<file path="src/rtl/bram_uart_cmd_ctrl.sv">
// -----------------------------------------------------------------------------
// bram_uart_cmd_ctrl
//
// Purpose:
//   This block sits between the UART byte streams and a single-port block RAM.
//   It parses host command frames from the RX stream:
//     CMD, ADDR_HI, ADDR_LO, LEN [, data bytes for writes]
//
//   CMD 0x57 ('W'):
//     - Writes LEN+1 bytes into RAM, starting at {ADDR_HI, ADDR_LO}.
//     - The address auto-increments modulo 2^RAM_ADDR_BITS.
//     - When the burst is complete, the block sends the ACK byte 0x06.
//   CMD 0x52 ('R'):
//     - Reads LEN+1 bytes from RAM.
//     - Each read byte goes to the TX path with a valid/ready handshake.
//   Any other byte received in IDLE is discarded.
//
//   This block is the only master of the RAM port. The RAM has a 1-cycle
//   registered read latency. bram_we and bram_re are registered one-cycle
//   pulses, and they are never asserted together.
//
// Optional feature (macro RX_TIMEOUT_EN):
//   - An inter-byte RX timeout of TIMEOUT_CYCLES clocks applies to the header
//     states and to WR_DATA.
//   - When the timeout expires, the block returns to IDLE and sends no ACK.
//   - Read states are never timed out.
//   - Without the macro, no counter exists and these states wait indefinitely.
//
// Ports:
//   clk         system clock, rising edge
//   rst_n       asynchronous active-low reset
//   rx_data     received UART byte
//   rx_valid    one-cycle strobe; rx_data is valid while it is high
//   tx_data     byte to transmit
//   tx_valid    tx_data is valid; held high until accepted
//   tx_ready    TX path accepts the byte when tx_valid && tx_ready
//   bram_we     RAM write enable
//   bram_re     RAM read enable
//   bram_addr   RAM address
//   bram_wdata  RAM write data
//   bram_rdata  RAM read data, valid one cycle after bram_re
//   busy        high whenever the sequencer is not in IDLE
// -----------------------------------------------------------------------------
module bram_uart_cmd_ctrl #(
  parameter int RAM_ADDR_BITS  = 13,
  parameter int TIMEOUT_CYCLES = 2700000
) (
  input  logic                     clk,
  input  logic                     rst_n,
  input  logic [7:0]               rx_data,
  input  logic                     rx_valid,
  output logic [7:0]               tx_data,
  output logic                     tx_valid,
  input  logic                     tx_ready,
  output logic                     bram_we,
  output logic                     bram_re,
  output logic [RAM_ADDR_BITS-1:0] bram_addr,
  output logic [7:0]               bram_wdata,
  input  logic [7:0]               bram_rdata,
  output logic                     busy
);

  localparam logic [7:0] CMD_WRITE = 8'h57;
  localparam logic [7:0] CMD_READ  = 8'h52;
  localparam logic [7:0] ACK_BYTE  = 8'h06;

  typedef enum logic [3:0] {
    IDLE,
    GET_AH,
    GET_AL,
    GET_LEN,
    WR_DATA,
    WR_ACK,
    RD_REQ,
    RD_WAIT,
    RD_SEND
  } state_t;

  state_t                   state, state_next;
  logic [RAM_ADDR_BITS-1:0] addr, addr_next;
  logic [RAM_ADDR_BITS-1:0] addr_inc;
  logic [7:0]               count, count_next;   // remaining bytes minus one
  logic [7:0]               addr_hi, addr_hi_next;
  logic                     is_write, is_write_next;
  logic [7:0]               tx_data_next;
  logic                     tx_valid_next;
  logic                     bram_we_next;
  logic                     bram_re_next;
  logic [RAM_ADDR_BITS-1:0] bram_addr_next;
  logic [7:0]               bram_wdata_next;
  logic                     timed_out;

  assign busy     = (state != IDLE);
  assign addr_inc = addr + RAM_ADDR_BITS'(1);

`ifdef RX_TIMEOUT_EN
  localparam int TW = $clog2(TIMEOUT_CYCLES + 1);

  logic [TW-1:0] idle_cnt, idle_cnt_next;
  logic          wait_state;

  // The timeout applies only while waiting for host bytes.
  assign wait_state = (state == GET_AH) || (state == GET_AL) ||
                      (state == GET_LEN) || (state == WR_DATA);

  always_comb begin
    idle_cnt_next = idle_cnt;
    timed_out     = 1'b0;

    if (state == IDLE || rx_valid) begin
      idle_cnt_next = '0;
    end else if (wait_state) begin
      // The count reaches TIMEOUT_CYCLES-1 after that many silent cycles.
      // The move to IDLE then lands exactly TIMEOUT_CYCLES after the last byte.
      if (idle_cnt == TW'(TIMEOUT_CYCLES - 1)) begin
        timed_out = 1'b1;
      end else begin
        idle_cnt_next = idle_cnt + TW'(1);
      end
    end
  end

  always_ff @(posedge clk or negedge rst_n) begin
    if (!rst_n) begin
      idle_cnt <= '0;
    end else begin
      idle_cnt <= idle_cnt_next;
    end
  end
`else
  assign timed_out = 1'b0;
`endif

  // Next-state and output logic.
  // RAM strobes are registered, so each one is requested in the cycle before
  // it is seen on the port.
  always_comb begin
    state_next      = state;
    addr_next       = addr;
    count_next      = count;
    addr_hi_next    = addr_hi;
    is_write_next   = is_write;
    tx_data_next    = tx_data;
    tx_valid_next   = tx_valid;
    bram_we_next    = 1'b0;
    bram_re_next    = 1'b0;
    bram_addr_next  = bram_addr;
    bram_wdata_next = bram_wdata;

    case (state)
      IDLE: begin
        if (rx_valid) begin
          if (rx_data == CMD_WRITE) begin
            is_write_next = 1'b1;
            state_next    = GET_AH;
          end else if (rx_data == CMD_READ) begin
            is_write_next = 1'b0;
            state_next    = GET_AH;
          end
        end
      end

      GET_AH: begin
        if (rx_valid) begin
          addr_hi_next = rx_data;
          state_next   = GET_AL;
        end
      end

      GET_AL: begin
        if (rx_valid) begin
          addr_next  = RAM_ADDR_BITS'({addr_hi, rx_data});
          state_next = GET_LEN;
        end
      end

      GET_LEN: begin
        if (rx_valid) begin
          count_next = rx_data;
          if (is_write) begin
            state_next = WR_DATA;
          end else begin
            // Schedule the first read pulse for the RD_REQ cycle.
            bram_re_next   = 1'b1;
            bram_addr_next = addr;
            state_next     = RD_REQ;
          end
        end
      end

      WR_DATA: begin
        if (rx_valid) begin
          bram_we_next    = 1'b1;
          bram_addr_next  = addr;
          bram_wdata_next = rx_data;
          addr_next       = addr_inc;

          if (count == 8'd0) begin
            // tx_valid rises together with the final write pulse.
            tx_data_next  = ACK_BYTE;
            tx_valid_next = 1'b1;
            state_next    = WR_ACK;
          end else begin
            count_next = count - 8'd1;
          end
        end
      end

      WR_ACK: begin
        if (tx_ready) begin
          tx_valid_next = 1'b0;
          state_next    = IDLE;
        end
      end

      RD_REQ: begin
        state_next = RD_WAIT;
      end

      RD_WAIT: begin
        tx_data_next  = bram_rdata;
        tx_valid_next = 1'b1;
        state_next    = RD_SEND;
      end

      RD_SEND: begin
        if (tx_ready) begin
          tx_valid_next = 1'b0;
          addr_next     = addr_inc;

          if (count == 8'd0) begin
            state_next = IDLE;
          end else begin
            count_next     = count - 8'd1;
            bram_re_next   = 1'b1;
            bram_addr_next = addr_inc;
            state_next     = RD_REQ;
          end
        end
      end

      default: begin
        state_next = IDLE;
      end
    endcase

    // timed_out is only raised in waiting states with no byte present,
    // so overriding the next state here cannot drop a write pulse.
    if (timed_out) begin
      state_next = IDLE;
    end
  end

  always_ff @(posedge clk or negedge rst_n) begin
    if (!rst_n) begin
      state      <= IDLE;
      addr       <= '0;
      count      <= '0;
      addr_hi    <= '0;
      is_write   <= 1'b0;
      tx_data    <= '0;
      tx_valid   <= 1'b0;
      bram_we    <= 1'b0;
      bram_re    <= 1'b0;
      bram_addr  <= '0;
      bram_wdata <= '0;
    end else begin
      state      <= state_next;
      addr       <= addr_next;
      count      <= count_next;
      addr_hi    <= addr_hi_next;
      is_write   <= is_write_next;
      tx_data    <= tx_data_next;
      tx_valid   <= tx_valid_next;
      bram_we    <= bram_we_next;
      bram_re    <= bram_re_next;
      bram_addr  <= bram_addr_next;
      bram_wdata <= bram_wdata_next;
    end
  end

endmodule

</file>
<file path="config.mk">
export PLATFORM = sky130hd
export DESIGN_NAME = bram_uart_cmd_ctrl
export DESIGN_NICKNAME = d
export VERILOG_FILES = /design/src/rtl/bram_uart_cmd_ctrl.sv
export SDC_FILE = /design/constraint.sdc
export NUM_CORES = 1
export LEC_CHECK = 0
export ABC_AREA = 1
export BUFFER_PORTS_ARGS = -buffer_cell sky130_fd_sc_hd__buf_2
export CAP_MARGIN = 20
export CORE_AREA = 2 2 92 94
export DETAILED_ROUTE_END_ITERATION = 10
export DIE_AREA = 0 0 94 96
export HOLD_SLACK_MARGIN = 0.08
export PLACE_DENSITY = 0.67
export SLEW_MARGIN = 20
export SYNTH_ARGS = -nofsm -noshare
export SYNTH_HDL_FRONTEND = slang
export SYNTH_SLANG_ARGS = --single-unit
</file>
<file path="constraint.sdc">
create_clock -name clk -period 1.76 [get_ports clk]
set_clock_uncertainty 0.2 [all_clocks]
set_input_delay 0.088 -clock clk [delete_from_list [all_inputs] [get_ports clk]]
set_output_delay 0.088 -clock clk [all_outputs]
set_load 0.02 [all_outputs]
</file>
---- Word-level counts from Yosys, hierarchy flattened ----
Index checks and enable logic that the tools add are counted.
storage, ports and cells
  output and inout port bits .............. 33
  input port bits ......................... 20
  register bits ........................... 63
  word-level logic and storage cells ...... 97
cells by class
  muxes and demuxes ....................... 44
  reduce and logical (&&, ||, !) cells .... 18
  equal/unequal tests ..................... 22
  $add $sub $neg .......................... 2
operators by type and width
  operator               number
  $mux 13                8
  $pmux 13 s3            2
  $mux 8                 6
  $mux 4                 10
  $pmux 4 s9             1
  $pmux 8 s3             1
  $ne 2x2->1 const B     10
  $eq 4x3->1 const B     4
  $eq 8x7->1 const B     2
  $pmux 8 s2             1
  $add 13x1->13 const B  1
  $reduce_and 4->1       3
  $mux 1                 11
  $reduce_and 9->1       1
  $reduce_bool 3->1      3
  $eq 4x2->1 const B     2
  $logic_not 8->1        1
  $sub 8x1->8 const B    1
  $reduce_and 3->1       2
  $reduce_and 6->1       1
  $eq 4x1->1 const B     1
  $eq 4x4->1 const B     1
  $logic_not 4->1        1
  $reduce_and 2->1       2
  other kinds (9)        10

---- Longest topological paths before layout ----
Gate-level depths: netlist of run 1.
  depth in word-level cells ............... 5
  mapped depth ............................ 11
  mapped depth without buffers ............ 10

---- Worst setup path after synthesis of run 1 ----
Ideal clock, no wire load.
  path kind ............................... reg-to-reg
  start ................................... register count[0]
  end ..................................... register bram_addr[2]
  cell stages (with the launch flop) ...... 11
  data required time ...................... 1.443 ns
  library setup time ...................... 0.117 ns
  slack ................................... 0.083 ns
  period minus slack after synthesis ...... 1.677 ns
  path buffers ............................ 1
  arrival ................................. 1.360 ns
  cell sequence ........................... dfrtp_1 > inv_1 > ha_1 > nand3_1 > nor2_2 > nand2_1 > nand3_2 > nor2_4 > buf_4 > nand2_1 > nand2_1
on the way
  word-level cells in the longest chain between the ends .. 3
ends and longest elaborated chain
  element                            RTL line  source
  from (decl)                        82        logic [7:0] count, count_next;
  from (signal assigned)             270       count <= count_next;
  $logic_not 8->1                    231       if (count == 8'd0) begin
  $ne 2x2->1 (no source line)        --
  $reduce_and 6->1 (no source line)  --
  to (signal assigned)               277       bram_addr <= bram_addr_next;
  to (decl)                          57        output logic [RAM_ADDR_BITS-1:0] bram_addr,
Every way passes these cells.
A chain may end at the register's enable or synchronous reset.

---- Worst setup path after layout of run 1 ----
  start ................................... register state[3]
  end ..................................... output port busy
on the way
  word-level cells in the longest chain between the ends .. 1
ends and longest elaborated chain
  element                 RTL line  source
  from (decl)             79        state_t state, state_next;
  from (signal assigned)  268       state <= state_next;
  $reduce_bool 4->1       93        assign busy = (state != IDLE);
  to (decl)               60        output logic busy
Every way passes these cells.

==> flow_summary.ini, run 1 <==
[outcome]
status = complete, but fails checks
violations = setup timing

[final_layout]
seq_area_um2 = 1580
utilization_pct = 57.6
multi_input_area_um2 = 1790
final_common_cell = nand2_1
fillers = 758
antenna_cells = 0
fin_cells = 722
syn_to_final_growth_pct = 32.6
nets = 635
final_cell_mix = 237 x nand2_1, 61 x dfrtp_1, 52 x buf_2, 39 x inv_1
drive_above_1_share_pct = 24.6

[global_routing]
grt_usage_pct = 20.9
antenna_found_initial = 0
grt_pass1_vias = 3431
grt_pass1_wl_mm = 14.9
grt_start_max_net_pins = 64
overflow = 0

[synth]
synth.distinct_cells = 29
synth_warnings = 0
synth_nets = 527
seq_area_frac_synth_pct = 45.1
synth_seq_cells = 63
synthCells = 504
syn_area_per_cell_um2 = 6.93
synth_area_um2 = 3490

[timing]
maxClockFrequency_mhz = 564
hold_viol_final = 0
finalCritPeriodShare_pct = 101
tightest_slew_ns = 0.397
maxSlewHeadroom_pct = 73.5
setup_viol = 1
min_period_ns = 1.77
grt_setup_unrepaired = yes
worst_slack_ns = -0.0142
maxSlewViolCount = 0

[place]
dp_hpwl_mm = 6.48
port_buffers = 52
dpl.cell_count = 681
place.gp.congestion = 0.843
place_ws_ns = -0.0980

[die]
num_rows = 33
initial_core_util_pct = 43.4
die_w_um = 94
fp.coreArea_um2 = 8050
pin_count = 53
dieHeight_um = 96
dieArea_um2 = 9020

[route]
drt-initial-drc-count = 163
vias = 3559
wirelength_mm = 9.40
drc = 0
wl_per_cell_um = 13.0
via_per_inst = 4.93
ant_nets = 0
drt_pass1_iterations = 5

[cts]
clk_latency_ns = 0.34
htreeDepth = 3
clock_sinks = 63
clockRootBuffer = clkbuf_8
clk_pin_slew_ns = 0.07
cts_inserted_buffers = 9
tritoncts = built
cts.path.max_buffers = 2

[run]
maxCapViolations = 0

[worst_setup_path]
slowest_delay_ns = 0.45
r2r_slack_ns = 0
critPathLaunchType = flip-flop
arrival_ns = 1.49
slowest_stage = dfrtp_2
r2r-start = state[3]$_DFFE_PN0P_
r2r.worst_path.cells = 8
cp_max_fo = 4
crit_required_ns = 1.47
r2r-end = count[7]$_DFFE_PN0P_
critPathKind = reg2out
path_cells = nor2_2, buf_4, inv_1, nor2_2, inv_1, buf_2
end_kind = primary output

[pwr]
irDropWorstVdd_v = 0.000842
finalPower_mw = 7.76
p_per_area_nw_per_um2 = 1670
p_leak_nw = 2.51

[worst_hold_path]
hp-class = in2async
-- layer usage --
layer  share of wire, %  vias to the layer above  track usage, %  wire length, um
met3                4.8                       16            3.99              453
met1                 44                     1641            25.0             4170
met2                 49                      109            37.4             4640
li1                   -                     1793               -                -
met5                  0                        -               0                0
met4                1.5                        0            7.61              138
-- worst max path at each step --
stage / end / cells past startpoint / from
6_report: busy / 6 / state[3]$_DFFE_PN0P_
5_1_grt: busy / 6 / state[1]$_DFFE_PN0P_
4_1_cts: count[7]$_DFFE_PN0P_ / 10 / count[1]$_DFFE_PN0P_
3_5_place_dp: count[7]$_DFFE_PN0P_ / 10 / count[1]$_DFFE_PN0P_
3_3_place_gp: count[7]$_DFFE_PN0P_ / 10 / count[1]$_DFFE_PN0P_
2_1_floorplan: bram_addr[2]$_DFFE_PN0P_ / 10 / count[0]$_DFFE_PN0P_
-- worst max-delay path, delay by kind of cell, from the launching register on --
| family | cells | cell delay [ns] |
|---|---|---|
| buffers and inverters | 4 | 0.43 |
| and+or+nand+nor | 2 | 0.26 |
| DFF | 1 | 0.45 |
-- cell type report --
| cell class | instances | share of cell area [%] |
|---|---|---|
| repair inverters | 1 | 0.135 |
| well taps | 105 | 2.83 |
| repair buffers | 105 | 15.9 |
| multi-input cells | 382 | 38.6 |
| inverters | 50 | 4.21 |
| flip-flops and latches | 63 | 34.1 |
| clock buffers | 9 | 2.67 |
| clock inverters | 7 | 1.59 |
-- metrics by stage --
stage / hold slack (ns) / instance area [um^2] / TNS (ns)
2_1_floorplan: -0.408 / 3490 / 0
3_3_place_gp: -0.0699 / 4060 / -0.499
3_5_place_dp: -0.0686 / 4060 / -0.989
4_1_cts: 0.107 / 4460 / 0
5_1_grt: 0.111 / 4630 / -1.48
6_report: 0.0611 / 4630 / -0.0142
-- cell families (layout without fill, tap and decap cells) --
family	Yosys count	in the layout	synth area share, %
flip-flops	63	63	45.1
buffers and inverters	60	172	7.23
AO/OA/AOI/OAI	49	49	7.45
AND/OR/NAND/NOR	323	324	37.6
adder cells (fa/ha/maj)	3	3	1.07
XOR/XNOR	6	6	1.50
-- cell usage after synthesis --
cell / count / area share [%]
nand3b_1: 1 / 0.21
nand3_2: 2 / 0.57
inv_2: 8 / 0.86
buf_6: 1 / 0.32
a21oi_2: 1 / 0.25
buf_2: 4 / 0.57
inv_1: 42 / 4.5
or2_2: 1 / 0.18
o21ai_1: 12 / 1.7
nor2_1: 26 / 2.8
o22ai_1: 1 / 0.18
nand2_1: 245 / 26
dfrtp_1: 63 / 45
nor4_1: 1 / 0.18
nand3_1: 32 / 4.6
nor2_4: 1 / 0.32
xor2_1: 5 / 1.3
clkbuf_1: 1 / 0.11
nor2_2: 6 / 1.1
a21oi_1: 3 / 0.43
nand2_2: 3 / 0.54
o21ai_0: 30 / 4.3
nor3_1: 1 / 0.14
nand4_1: 4 / 0.72
ha_1: 3 / 1.1
xnor2_1: 1 / 0.25
o211ai_1: 1 / 0.21
a31oi_2: 1 / 0.36
buf_4: 4 / 0.86
-- power by group --
| part | internal (mW) | total (mW) | switching, mW |
|---|---|---|---|
| registers | 2.06 | 2.50 | 0.434 |
| clock network | 0.652 | 1.26 | 0.608 |
| logic | 1.51 | 4.00 | 2.49 |
| total | 4.22 | 7.76 | 3.54 |
-- what timing repair did --
item | 4_1_cts | 5_1_grt
setup buffers | 0 | 4
setup endpoints to repair | 22 | 61
pin swaps | 2 | 5
endpoints found under the hold margin | 103 | 0
hold buffers | 19 | 0
gates resized for setup | 3 | 42
cloned | 0 | 2
-- state kept, by name, indices dropped and copies added (netlist names) --
name,flops
tx_data,8
state,4
bram_addr,13
count,8
tx_valid,1
addr_hi,5
bram_we,1
is_write,1
addr,13
bram_re,1
bram_wdata,8
Power figures use the tool's default switching activity.
==> run 2, diff against run 1 <==
--- a/config.mk
+++ b/config.mk
@@ -8,11 +8,13 @@
 export ABC_AREA = 1
 export BUFFER_PORTS_ARGS = -buffer_cell sky130_fd_sc_hd__buf_2
 export CAP_MARGIN = 20
-export CORE_AREA = 2 2 92 94
+export CORE_AREA = 2 2 96 89
+export CTS_CLUSTER_SIZE = 16
 export DETAILED_ROUTE_END_ITERATION = 10
-export DIE_AREA = 0 0 94 96
+export DIE_AREA = 0 0 98 91
+export GPL_ROUTABILITY_DRIVEN = 0
 export HOLD_SLACK_MARGIN = 0.08
-export PLACE_DENSITY = 0.67
+export PLACE_DENSITY = 0.68
 export SLEW_MARGIN = 20
 export SYNTH_ARGS = -nofsm -noshare
 export SYNTH_HDL_FRONTEND = slang
==> flow_summary.ini, run 2 (same netlist as run 1, synthesis figures left out) <==
[worst_setup_path]
cp_max_fo = 7
arrival_ns = 1.82
critPathKind = reg2reg
critPathLaunchType = flip-flop
slowest_stage = dfrtp_2
crit_family = simple AND/OR/NAND/NOR gates
r2r.worst_path.cells = 9
slowest_delay_ns = 0.44
crit_required_ns = 1.79
end_kind = flip-flop
crit_buf_inv = 1
path_cells = nor2_4, nand2_4, nand3_4, nand2_4, nor2_4, buf_6, nand2_8, nand2_2, nand2_1
cp_num_cells = 9

[cts]
htreeDepth = 3
cts_inserted_buffers = 9
clockRootBuffer = clkbuf_8
clk_latency_ns = 0.34
clk_pin_slew_ns = 0.07
clock_sinks = 63
tritoncts = built
cts.path.max_buffers = 2

[timing]
hold_viol_final = 0
finalCritPeriodShare_pct = 101
grt_setup_unrepaired = yes
tightest_slew_ns = 0.308
maxSlewViolCount = 0
min_period_ns = 1.78
maxClockFrequency_mhz = 560
setup_viol = 7
worst_slack_ns = -0.0248
tns_ns = -0.131
maxSlewHeadroom_pct = 79.5
whs_ns = 0.265

[place]
dp_hpwl_mm = 6.20
place_ws_ns = -0.0646
dpl.cell_count = 666
place_area_um2 = 4010
port_buffers = 52

[global_routing]
grt_start_max_net_pins = 41
antenna_found_initial = 0
overflow = 0
grt_pass1_vias = 3218
grt_usage_pct = 20.9
grt_pass1_wl_mm = 15.2

[route]
drc = 0
vias = 3635
drt-initial-drc-count = 259
ant_nets = 0
wl_per_cell_um = 14.0
via_per_inst = 5.12
drt_pass1_iterations = 5
wirelength_mm = 9.95

[outcome]
violations = setup timing
status = complete, but fails checks

[die]
pin_count = 53
dieArea_um2 = 8920
dieHeight_um = 91
initial_core_util_pct = 44.4
die_w_um = 98
fp.coreArea_um2 = 7870
num_rows = 31

[pwr]
comb_power_share_pct = 52.8
finalPower_mw = 8.17
pwr-share-seq_pct = 31.2
p_leak_nw = 2.55
power.internal_mw = 4.42
irDropWorstVdd_v = 0.000886
swShare_pct = 45.9
pwr-share-clk_pct = 16.0
p_per_area_nw_per_um2 = 1700
power.switching_mw = 3.75

[final_layout]
fin_cells = 710
final_common_cell = nand2_1
utilization_pct = 61.1
final_cell_mix = 223 x nand2_1, 58 x dfrtp_1, 51 x buf_2, 36 x inv_1, 28 x nand3_1
drive_above_1_share_pct = 27.8
postLayoutCellArea_um2 = 4810
nets = 630
syn_to_final_growth_pct = 37.8
antenna_cells = 0
top_regs = addr (13), bram_addr (13)

[run]
maxCapViolations = 0

[worst_hold_path]
holdPathStages = 2
hp-class = reg2reg
==> run 2: cell types whose count changed in the layout (fill, tap and decap cells not counted), moves of 4 or more <==
cell,change
nor2_1,-4
nand2_2,+9
buf_6,+5
nand2_1,-14
nor2_4,+6
buf_4,-12
==> run 2: power groups by stage <==
| stage | combinational (mW) | clock [mW] | sequential, mW |
|---|---|---|---|
| after global placement | 3.42 | 0 | 2.49 |
| after detailed placement | 3.49 | 0 | 2.50 |
| final | 4.31 | 1.31 | 2.55 |
| after CTS | 3.56 | 1.32 | 2.49 |
| after floorplan | 2.09 | 0 | 2.80 |
| after global routing | 4.77 | 1.38 | 2.62 |
==> run 2: path summary, 6_finish.rpt <==
kind,slack (ns),to,startpoint
setup / recovery,-0.02,bram_addr[4]$_DFFE_PN0P_,state[0]$_DFFE_PN0P_
hold / removal,0.27,bram_addr[3]$_DFFE_PN0P_,bram_addr[3]$_DFFE_PN0P_
setup reg to reg,-0.02,bram_addr[4]$_DFFE_PN0P_,state[0]$_DFFE_PN0P_
hold reg to reg,0.27,bram_addr[3]$_DFFE_PN0P_,bram_addr[3]$_DFFE_PN0P_
max in group asynchronous,0.43,bram_wdata[3]$_DFFE_PN0P_,rst_n
min in group asynchronous,0.66,state[2]$_DFFE_PN0P_,rst_n
==> run 2: layout make-up <==
class	instances	area, um^2
tap	99	124
clock buffer	12	155
timing repair inverter	1	7.51
sequential	63	1580
timing repair buffer	100	754
fill	682	3060
multi-input combinational	382	1950
clock inverter	3	42.5
inverter	50	201
==> run 2: per-layer routing <==
| metal | up-vias | global-route usage, % | wire length (um) |
|---|---|---|---|
| met5 | - | 0 | 0 |
| met4 | 0 | 6.48 | 178 |
| met3 | 21 | 3.85 | 748 |
| met2 | 144 | 32.2 | 4660 |
| met1 | 1691 | 30.1 | 4360 |
| li1 | 1779 | - | - |
==> run 2: worst register-to-register path: cells and delay by family, from the launching register on <==
family	cells	cell delay [ns]
DFF	1	0.44
and+or+nand+nor	8	0.90
buffers and inverters	1	0.15
==> run 2: what timing repair did <==
item                                    CTS  global route
buffers inserted                          0             6
endpoints found under the hold margin   105             0
gates cloned                              0             3
hold buffers                             21             0
gates resized for setup                   3            93
pin swaps                                 1            18
endpoints found under the setup margin   23            83
==> run 3, diff against run 2 <==
--- a/config.mk
+++ b/config.mk
@@ -14,8 +14,9 @@
 export DIE_AREA = 0 0 98 91
 export GPL_ROUTABILITY_DRIVEN = 0
 export HOLD_SLACK_MARGIN = 0.08
-export PLACE_DENSITY = 0.68
-export SLEW_MARGIN = 20
+export PLACE_DENSITY = 0.66
+export REMOVE_ABC_BUFFERS = 1
+export SLEW_MARGIN = 40
 export SYNTH_ARGS = -nofsm -noshare
 export SYNTH_HDL_FRONTEND = slang
 export SYNTH_SLANG_ARGS = --single-unit
==> constraint.sdc (replaced) <==
create_clock -name clk -period 2.13 [get_ports clk]
set_clock_uncertainty 0.2 [all_clocks]
set_input_delay 0.1065 -clock clk [delete_from_list [all_inputs] [get_ports clk]]
set_output_delay 0.1065 -clock clk [all_outputs]
set_load 0.02 [all_outputs]
==> flow_summary.ini, run 3 (same netlist as run 1, synthesis figures left out) <==
[route]
drt-initial-drc-count = 197
drt_pass1_iterations = 5
drc = 0
vias = 3406
wirelength_mm = 9.02
wl_per_cell_um = 13.1
via_per_inst = 4.97
ant_nets = 0

[timing]
worst_slack_ns = 0.184
hold_viol_final = 0
tightest_slew_ns = 0.489
min_period_ns = 1.95
setup_viol = 0
tns_ns = 0
maxSlewViolCount = 0
grt_setup_unrepaired = yes
whs_ns = 0.0797
maxSlewHeadroom_pct = 67.3
maxClockFrequency_mhz = 514
finalCritPeriodShare_pct = 91.4

[pwr]
p_per_area_nw_per_um2 = 1400
irDropWorstVdd_v = 0.000622
p_leak_nw = 2.37
finalPower_mw = 5.99

[run]
maxCapViolations = 0

[outcome]
status = completed

[die]
pin_count = 53
initial_core_util_pct = 44.4
dieHeight_um = 91
fp.coreArea_um2 = 7870
dieArea_um2 = 8920
num_rows = 31
die_w_um = 98

[worst_setup_path]
crit_required_ns = 2.22
r2r-start = state[0]$_DFFE_PN0P_
slowest_stage = dlygate4sd3_1
arrival_ns = 2.03
end_kind = flip-flop
r2r_slack_ns = 0.18
r2r-end = bram_wdata[6]$_DFFE_PN0P_
cp_max_fo = 7
r2r.worst_path.cells = 6
path_cells = nor2_2, nand2_2, nor2_2, nand2_1, dlygate4sd3_1, nand2_1
slowest_delay_ns = 0.56
critPathKind = reg2reg
critPathLaunchType = flip-flop

[cts]
cts_inserted_buffers = 9
clk_latency_ns = 0.35
htreeDepth = 3
clockRootBuffer = clkbuf_8
tritoncts = built
clk_pin_slew_ns = 0.07
clock_sinks = 63
cts.path.max_buffers = 2

[global_routing]
grt_pass1_wl_mm = 15.8
grt_usage_pct = 22.1
overflow = 0
grt_start_max_net_pins = 64
grt_pass1_vias = 3414
antenna_found_initial = 0

[place]
dpl.cell_count = 649
port_buffers = 52
dp_hpwl_mm = 6.25
place_ws_ns = 0.0952

[final_layout]
fin_cells = 686
syn_to_final_growth_pct = 22.7
top_regs = addr (13), bram_addr (13)
antenna_cells = 0
final_cell_mix = 245 x nand2_1, 63 x dfrtp_1, 52 x buf_2, 42 x inv_1, 32 x nand3_1
drive_above_1_share_pct = 15.8
final_common_cell = nand2_1
nets = 605

[worst_hold_path]
hp-class = in2async
==> run 3: worst max-delay path by stage <==
stage                    startpoint                   endpoint  cells past startpoint
6_report       state[0]$_DFFE_PN0P_  bram_wdata[6]$_DFFE_PN0P_                      6
5_1_grt        count[0]$_DFFE_PN0P_  bram_addr[10]$_DFFE_PN0P_                     10
4_1_cts        state[0]$_DFFE_PN0P_        addr[6]$_DFFE_PN0P_                      7
3_5_place_dp   state[0]$_DFFE_PN0P_        addr[8]$_DFFE_PN0P_                      7
3_3_place_gp   state[0]$_DFFE_PN0P_        addr[8]$_DFFE_PN0P_                      6
2_1_floorplan  state[0]$_DFFE_PN0P_       count[3]$_DFFE_PN0P_                      8
==> run 3: timing repair <==
item	4_1_cts	5_1_grt
buffers inserted	0	1
endpoints found under the hold margin	104	0
resized for setup	0	3
endpoints found under the setup margin	0	36
hold buffers	20	0
==> run 3: cell type report <==
type | count | area (um^2)
fill | 752 | 3580
timing repair buffer | 77 | 523
inverter | 50 | 190
clock buffer | 12 | 135
clock inverter | 4 | 70.1
multi-input combinational | 381 | 1670
tap | 99 | 124
sequential | 63 | 1580
==> run 3: metal layers <==
layer / wire length (um) / global-route usage, % / share of wire [%]
met3: 517 / 4.85 / 5.7
met4: 237 / 8.22 / 2.6
met2: 4040 / 35.7 / 45
met5: 0 / 0 / 0
met1: 4220 / 29.2 / 47
==> run 3: critical path: cells and delay by family (launching register included) <==
kind | cells | cell delay, ns
flip-flops | 1 | 0.45
AND/OR/NAND/NOR | 5 | 0.68
buffers and inverters | 1 | 0.56
==> run 3: through the flow <==
step	utilization (%)	cell area (um^2)
after global placement	49.0	3860
after CTS	54.1	4260
after floorplan	-	3430
final	54.5	4290
after detailed placement	49.0	3860
after global routing	54.5	4290
==> run 3: where the power goes <==
part	internal [mW]	leakage [nW]	switching, mW
combinational	0.931	1.47	1.85
clock	0.657	0.104	0.471
sequential	1.70	0.798	0.373
total	3.29	2.37	2.70
